File: src/rtl/pipe_stage_skid.sv
// Elastic valid/ready pipeline stage with one primary and one skid entry.
// All outputs come straight from registers, so downstream stalls never reach upstream combinationally.
module pipe_stage_skid #(
    parameter int WIDTH          = 32,
    parameter bit CLEAR_ON_FLUSH = 1'b1
) (
    input  logic             clk,
    input  logic             rst,
    input  logic             in_valid,
    output logic             in_ready,
    input  logic [WIDTH-1:0] in_data,
    output logic             out_valid,
    input  logic             out_ready,
    output logic [WIDTH-1:0] out_data,
    input  logic             flush,
    output logic [1:0]       count
);

    // State encoding is {skid_valid, main_valid}; 2'b10 is unreachable.
    typedef enum logic [1:0] {
        EMPTY = 2'b00,
        BUSY  = 2'b01,
        FULL  = 2'b11
    } state_t;

    state_t           state_reg, state_next;
    logic [WIDTH-1:0] main_data_reg, main_data_next;
    logic [WIDTH-1:0] skid_data_reg, skid_data_next;
    logic             main_valid, skid_valid;
    logic             in_fire, out_fire;

    assign main_valid = state_reg[0];
    assign skid_valid = state_reg[1];

    assign in_ready  = ~skid_valid;
    assign out_valid = main_valid;
    assign out_data  = main_data_reg;
    assign count     = {1'b0, main_valid} + {1'b0, skid_valid};

    assign in_fire  = in_valid & in_ready;
    assign out_fire = out_valid & out_ready;

    always_comb begin
        state_next     = state_reg;
        main_data_next = main_data_reg;
        skid_data_next = skid_data_reg;
        if (flush) begin
            // Squash: any out_fire this cycle was already taken downstream.
            state_next = EMPTY;
            if (CLEAR_ON_FLUSH) begin
                main_data_next = '0;
                skid_data_next = '0;
            end
        end else begin
            case (state_reg)
                EMPTY: begin
                    if (in_fire) begin
                        main_data_next = in_data;
                        state_next     = BUSY;
                    end
                end
                BUSY: begin
                    if (in_fire && out_fire) begin
                        main_data_next = in_data;
                    end else if (in_fire) begin
                        skid_data_next = in_data;
                        state_next     = FULL;
                    end else if (out_fire) begin
                        state_next = EMPTY;
                    end
                end
                FULL: begin
                    // in_ready is low here, so only the skid entry can advance.
                    if (out_fire) begin
                        main_data_next = skid_data_reg;
                        state_next     = BUSY;
                    end
                end
                default: state_next = EMPTY;
            endcase
        end
    end

    always_ff @(posedge clk) begin
        if (rst) begin
            state_reg     <= EMPTY;
            main_data_reg <= '0;
            if (CLEAR_ON_FLUSH) begin
                skid_data_reg <= '0;
            end
        end else begin
            state_reg     <= state_next;
            main_data_reg <= main_data_next;
            skid_data_reg <= skid_data_next;
        end
    end

endmodule

File: config.mk
export PLATFORM = sky130hd
export DESIGN_NAME = pipe_stage_skid
export DESIGN_NICKNAME = d
export VERILOG_FILES = /design/src/rtl/pipe_stage_skid.sv
export SDC_FILE = /design/constraint.sdc
export NUM_CORES = 1
export LEC_CHECK = 0
export ABC_AREA = 1
export BUFFER_PORTS_ARGS = -buffer_cell sky130_fd_sc_hd__buf_2
export CAP_MARGIN = 20
export CORE_UTILIZATION = 58
export DETAILED_ROUTE_END_ITERATION = 10
export PLACE_DENSITY = 0.95
export SLEW_MARGIN = 20
export SYNTH_ARGS = -nofsm -noshare
export SYNTH_HDL_FRONTEND = slang
export SYNTH_SLANG_ARGS = --single-unit
export TNS_END_PERCENT = 100
File: constraint.sdc
create_clock -name clk -period 4.8 [get_ports clk]
set_input_delay 0.96 -clock clk [delete_from_list [all_inputs] [get_ports clk]]
set_output_delay 0.96 -clock clk [all_outputs]
set_load 0.005 [all_outputs]
# Yosys cells after proc, flatten, opt, wreduce, memory -nomap -nowiden
# Index checks and enable logic that the tools add are counted.
[totals] register_bits=66 latch_bits=0 ramBits=0 mem_bits_ro=0 out_inout_bits=36 word_cells=32 memories=0
[classes] add_sub_neg=1 mul=0 div_mod_pow=0 order_cmp=0 eq_ne=7 shift=0 mux=10 n_bitwise=4 n_reduce_logical=7
[op_table] op="$mux W32" count=3
[op_table] op="$pmux W32 S3" count=1
[op_table] op="$mux W2" count=5
[op_table] op="$ne A2 B2 Y1 const B" count=4
[op_table] op="$reduce_and A4 Y1" count=2
[op_table] op="$pmux W2 S3" count=1
[op_table] op="$ne A3 B3 Y1 const B" count=1
[op_table] op="$reduce_and A3 Y1" count=1
[op_table] op="$reduce_bool A3 Y1" count=1
[op_table] op="$add A1 B1 Y2" count=1
[op_table] op="$and A1 B1 Y1" count=2
[op_table] op="$eq A2 B1 Y1 const B" count=1
[op_table] op="$eq A2 B2 Y1 const B" count=1
[op_table] op="$logic_not A2 Y1" count=1
[op_table] op="$not A1 Y1" count=2
[op_table] op="$reduce_or A2 Y1" count=1
[op_table] op="$logic_and A1 B1 Y1" count=1

# Depth between registers and ports, before layout
# Gate-level depths: netlist (run 1).
[depth] depth_word=5 ltp_mapped=9 depth_no_buf=8

# Worst setup path before layout (run 1)
# No wires, ideal clock.
[synth_path] path_type="input to register" start="input out_ready" end="register main_data_reg[10] (netlist: out_data[10])" setup_ps=113 arrival_ps=1673 t_required_ps=4687 path_slack_ps=3014 path_stages=8 path_buffers=2 cell_sequence="nand2_1 > nand2_1 > nand2_1 > inv_2 > buf_6 > buf_6 > a21oi_2 > nor2_1"
[synth_between] elab_chain_len=4 word_cells_on_any_way=5 cone_classes="eq/ne: 2; bitwise: 1; reduce/logical: 2"
[synth_rtl] item="start: declaration" line="13" source="input logic out_ready,"
[synth_rtl] item="$and A1 B1 Y1 (*)" line="41" source="assign out_fire = out_valid & out_ready;"
[synth_rtl] item="$logic_and A1 B1 Y1" line="63" source="if (in_fire && out_fire) begin"
[synth_rtl] item="$ne A2 B2 Y1 (no line)"
[synth_rtl] item="$reduce_and A4 Y1 (no line) (*)"
[synth_rtl] item="end signal: assignment" line="93" source="main_data_reg <= main_data_next;"
[synth_rtl] item="end: declaration" line="27" source="logic [WIDTH-1:0] main_data_reg, main_data_next;"
# Mark *: on every way between the ends. The rest lies on a longest branch, timed or not.
# A chain may end at the register's enable or synchronous reset.

# Final worst setup path (run 1)
[layout_path] start="input out_ready" end="register main_data_reg[18] (netlist: out_data[18])"
# Same word-level chain as after synthesis.

==> impl_metrics.ini, run 1 <==
[run_status]
status = completed

[die]
dieArea_um2 = 5800
die_w_um = 76.2
start_util_pct = 61.3
coreArea_um2 = 5200
num_rows = 26
fp.dieH_um = 76.2
ios = 73

[timing]
slew_violations = 0
setup_viol = 0
setup_tns_ns = 0
timing.final.crit_period_ns = 2.53
slew-limit-headroom_pct = 33.1
worst_pin_slew_ns = 1.00
max_freq_mhz = 395
rsz0062_at_grt = no
fin_crit_sh_pct = 52.8
holdWs_ns = 0.456
clock-skew-final_ns = 0.00903
final-hold-violation-count = 0

[clock_tree]
cts_buffers = 9
cts-root-buf = clkbuf_8
postCtsSetupBuffers = 0
cts_buffer_depth = 2
h-tree-depth = 3
insertion_delay_ns = 0.34
post_cts_resized = 0
clkSlewWorstSetupHoldPaths_ns = 0.07
hold_buffers = 0
cts_sinks = 66
cts_tree = built

[drt]
ant_nets = 0
vias = 2950
drtIter0Drc = 221
routed_wl_um = 6800
met1Wirelength_um = 3000
via_per_inst = 5.33
routedWlPerCell_um = 12.3
drtPass1Iterations = 5
wl_met2_um = 3250
top_layer = met4
drc_errors = 0
dr_wl_met3_um = 434

[synth]
ys_ff_latch = 66
synth_cell_type_count = 20
synthArstFlopShare_pct = 0
synth_top_cells_by_area = dfxtp_1, nand2_1, o21a_1
syn_area_per_cell_um2 = 7.52
yosysMostFrequentCell = nand2_1
yosys_warnings = 0
ys_top_cells_by_count = nand2_1, dfxtp_1, a21oi_1
syn-num-nets = 466
synth_top_area_share_pct = 41.4
netlist_instances = 424
yosysTopAreaCell = dfxtp_1
synth-edff-count = 0
synth_top_flop_cell = dfxtp_1
ys_seq_area_share_pct = 41.4
syn-cell-area_um2 = 3190

[global_routing]
grt_pass1_wl_um = 11800
grt_overflow_total = 0
grt_usage_pct = 25.0
first_global_vias = 2763
grt_max_degree = 65
antenna_found_initial = 0

[pwr]
p_seq_share_pct = 42.4
p_total_uw = 1410
pwr-share-comb_pct = 20.0
p_sw_uw = 395
power_density_nw_per_um2 = 380
intPower_uw = 1010
cellLeakagePower_uw = 0.00161
vdd_drop_max_mv = 0.277
clkPwrFrac_pct = 37.7
switching_share_pct = 28.1

[critical_path]
max_stage_delay_ns = 0.69
critical-path-top-delay-family = buffers and inverters
start_kind = input pin
startpoint = out_ready
path_class = input pin to flop
cp-end-kind = flop
worst-path-max-fanout = 59
crit_buf_inv = 3
critPathRequiredTime_ns = 5.08
crit_path_top_delay_cell = clkinv_2
rr_startpoint = state_reg[0]$_SDFFE_PP0P_
crit_chain = buf_2, nand2_1, nand2_1, nand2_1, clkinv_2, buf_4, nand3_1, nand2_1, nor2_1
cpMostUsedCell = nand2_1
arrival_ns = 2.82

[run]
cap_violations = 0

[worst_hold_path]
hold_path.class = flop to flop
hold_path.startpoint = skid_data_reg[6]$_SDFFE_PP0P_

[placement]
place.gp.congestion = 0.712
dp_hpwl_um = 4140
io_buffers = 72
postPlaceCellArea_um2 = 3450

[final_layout]
fin_nets = 520
drive_gt1_share_pct = 24.4
areaGrowthSynthToFinish_pct = 16.2
final_area_um2 = 3710
final_util_pct = 71.2
n_antenna_cell = 0
fillers = 400
## power groups by stage
stage / Combinational, uW / Clock (uW) / Sequential [uW]
after global routing: 315 / 569 / 600
after CTS: 277 / 534 / 596
after floorplan: 230 / 0 / 610
final: 281 / 530 / 596
after detailed placement: 275 / 0 / 608
after global placement: 265 / 0 / 607
## area by class of cell
class	count	area, um2	share of cell area, %
Multi-Input combinational cell	287	1520	41.0
Sequential cell	66	1320	35.7
Timing Repair Buffer	75	403	10.9
Clock buffer	12	155	4.19
Inverter	39	148	3.98
Tap cell	70	87.6	2.36
Clock inverter	4	73.8	1.99
## per-stage QoR
step,cells,setup slack (ns)
3_3_place_gp,536,2.06
4_1_cts,552,2.26
5_1_grt,553,2.10
3_5_place_dp,536,1.92
2_1_floorplan,424,3.01
6_report,553,2.27
## kinds of logic (layout without fill, tap and decap cells)
| family | after synthesis | count (layout) | synth area share, % |
|---|---|---|---|
| AOI/OAI and AO/OA | 130 | 130 | 25.3 |
| adders and majority gates | 5 | 5 | 1.96 |
| buffers and inverters | 71 | 130 | 11.2 |
| DFF | 66 | 66 | 41.4 |
| and+or+nand+nor | 152 | 152 | 20.1 |
## worst register-to-register path, stage by stage, from the launching register on
cell and delay (ns):
dfxtp_1 0.47, ha_1 0.25, nand2_1 0.07, nand2_1 0.08, clkinv_2 0.69, buf_4 0.51
nand3_1 0.10, nand2_1 0.07, nor2_1 0.12
## cell usage in the layout (no fill, tap or decap), drive strengths merged
master and count:
nand2 76, buf 75, dfxtp 66, a21oi 66
nand3 39, inv 38, nor2 36, o21a 32
o21ai 32, clkbuf 12, ha 5, clkinv 3
bufinv 2, or2 1
## final timing paths
path / end / slack (ns) / cells after the start
min reg2reg: skid_data_reg[6]$_SDFFE_PP0P_ / 0.46 / 2
min: skid_data_reg[6]$_SDFFE_PP0P_ / 0.46 / 2
max reg2reg: out_data[18]$_SDFFE_PP0P_ / 2.40 / 8
max: out_data[18]$_SDFFE_PP0P_ / 2.27 / 9
## routing by layer
metal	GRT usage (%)	vias to the layer above
met5	0	-
met4	10.2	0
met3	7.19	17
met2	42.7	106
met1	29.5	1332
li1	-	1495
Power figures use the tool's default switching activity.
==> run 2, diff against run 1 <==
- CORE_UTILIZATION: 58 -> 48
- PLACE_DENSITY: 0.95 -> 0.85
- clock period: 4.8 -> 2.2 ns (I/O delays scaled with it)
==> run 2 against run 1 <==
Against the previous run:
- clock-buffer cell count fell by 2
- highest routed layer unchanged
- critical path depth fell by 1
- total power rose by 120%
- sequential cell count did not move
- critical endpoint is now out_data[10]$_SDFFE_PP0P_
- clock skew fell by 0.0040 ns
- design area rose by 2.0%
- via count fell by 1.2%
- sequential power rose by 120%
- combinational power rose by 130%
- worst hold slack got worse by 0.064 ns
- utilization fell by 12 points
==> impl_metrics.ini, run 2 (synthesized netlist as in run 1, its figures left out) <==
[worst_hold_path]
hold_path.startpoint = in_data[24]
holdPathStages = 3
hold_path.class = input pin to flop

[die]
dieArea_um2 = 6970
ios = 73
start_util_pct = 49.9
fp.dieH_um = 83.5
num_rows = 29
die_w_um = 83.5
coreArea_um2 = 6390

[critical_path]
reg2reg_depth = 8
critPathRequiredTime_ns = 2.44
path_class = flop to flop
startpoint = state_reg[0]$_SDFFE_PP0P_
cp-end-kind = flop
start_kind = flop
arrival_ns = 2.15
worst-path-max-fanout = 29
rr_startpoint = state_reg[0]$_SDFFE_PP0P_

[timing]
max_freq_mhz = 523
rsz0062_at_grt = no
slew_violations = 0
clock-skew-final_ns = 0.00503
fin_crit_sh_pct = 86.8
setup_ws_ns = 0.289
slew-limit-headroom_pct = 63.6
timing.final.crit_period_ns = 1.91
worst_pin_slew_ns = 0.544
setup_tns_ns = 0
final-hold-violation-count = 0
setup_viol = 0

[drt]
vias = 2915
drtPass1Iterations = 4
drc_errors = 0
ant_nets = 0
drtIter0Drc = 134
via_per_inst = 5.14
routed_wl_um = 6870
routedWlPerCell_um = 12.1

[clock_tree]
cts-root-buf = clkbuf_8
h-tree-depth = 3
cts_tree = built
post_cts_resized = 0
hold_buffers = 0
cts_sinks = 66
postCtsSetupBuffers = 0
clkSlewWorstSetupHoldPaths_ns = 0.07
insertion_delay_ns = 0.34
cts_buffer_depth = 2
cts_buffers = 9

[global_routing]
grt_pass1_wl_um = 11300
met1_usage_pct = 23.7
first_global_vias = 2633
grt_max_degree = 45
grt_usage_pct = 20.1
grt.busiest_layer = met2
antenna_found_initial = 0
grtUsageMet3_pct = 4.45
use_met2_pct = 34.8
grt_overflow_total = 0

[final_layout]
final_util_pct = 59.2
layout_commonest_cell = nand2_1
n_antenna_cell = 0
layout_common_cells = nand2_1, buf_2, dfxtp_1
areaGrowthSynthToFinish_pct = 18.6
drive_gt1_share_pct = 25.7
fin_nets = 527

[pwr]
vdd_drop_max_mv = 0.448
cellLeakagePower_uw = 0.00163
power_density_nw_per_um2 = 818

[placement]
dp_hpwl_um = 4520
place.gp.congestion = 0.789
io_buffers = 72
dp_worst_setup_slack_ns = 0.323

[run]
cap_violations = 0

[run_status]
status = completed
-- run 2: final timing paths --
path / endpoint / slack, ns
max reg2reg: out_data[10]$_SDFFE_PP0P_ / 0.29
min: skid_data_reg[24]$_SDFFE_PP0P_ / 0.39
min reg2reg: skid_data_reg[15]$_SDFFE_PP0P_ / 0.45
max: out_data[10]$_SDFFE_PP0P_ / 0.29
-- run 2: cell type report --
cell class	instances	area, um2
fillers	585	2610
repair buffers	82	473
flip-flops and latches	66	1320
inverters	39	146
well taps	77	96.3
clock buffers	10	138
multi-input cells	287	1520
clock inverters	6	88.8
-- run 2: power by group --
| group | switching [uW] | internal [uW] | leakage [uW] | total (uW) |
|---|---|---|---|---|
| Sequential | 39.4 | 1260 | 0.000536 | 1300 |
| Clock | 478 | 671 | 0.000109 | 1150 |
| Combinational | 370 | 274 | 0.000989 | 644 |
-- run 2: through the flow --
| stage | cells | hold slack (ns) | power, uW | area, um2 |
|---|---|---|---|---|
| final | 567 | 0.392 | 3090 | 3780 |
| after CTS | 567 | 0.380 | 3130 | 3780 |
| after global placement | 551 | 0.437 | 1950 | 3550 |
| after detailed placement | 551 | 0.444 | 1970 | 3550 |
| after floorplan | 424 | 0.429 | 1830 | 3190 |
| after global routing | 567 | 0.402 | 3250 | 3780 |
-- run 2: worst max-delay path, stage by stage (launching register included) --
cell and delay [ns]:
dfxtp_1 0.45, inv_1 0.11, ha_1 0.34, or2_1 0.25
nand2_4 0.09, buf_4 0.31, nand3_1 0.13, nand2_1 0.09
nor2_1 0.04
-- run 2: per-layer routing --
layer | part of all wire (%) | wire length [um]
met1 | 47 | 3210
met2 | 48 | 3320
met4 | 1.5 | 104
met3 | 3.5 | 238
met5 | 0 | 0
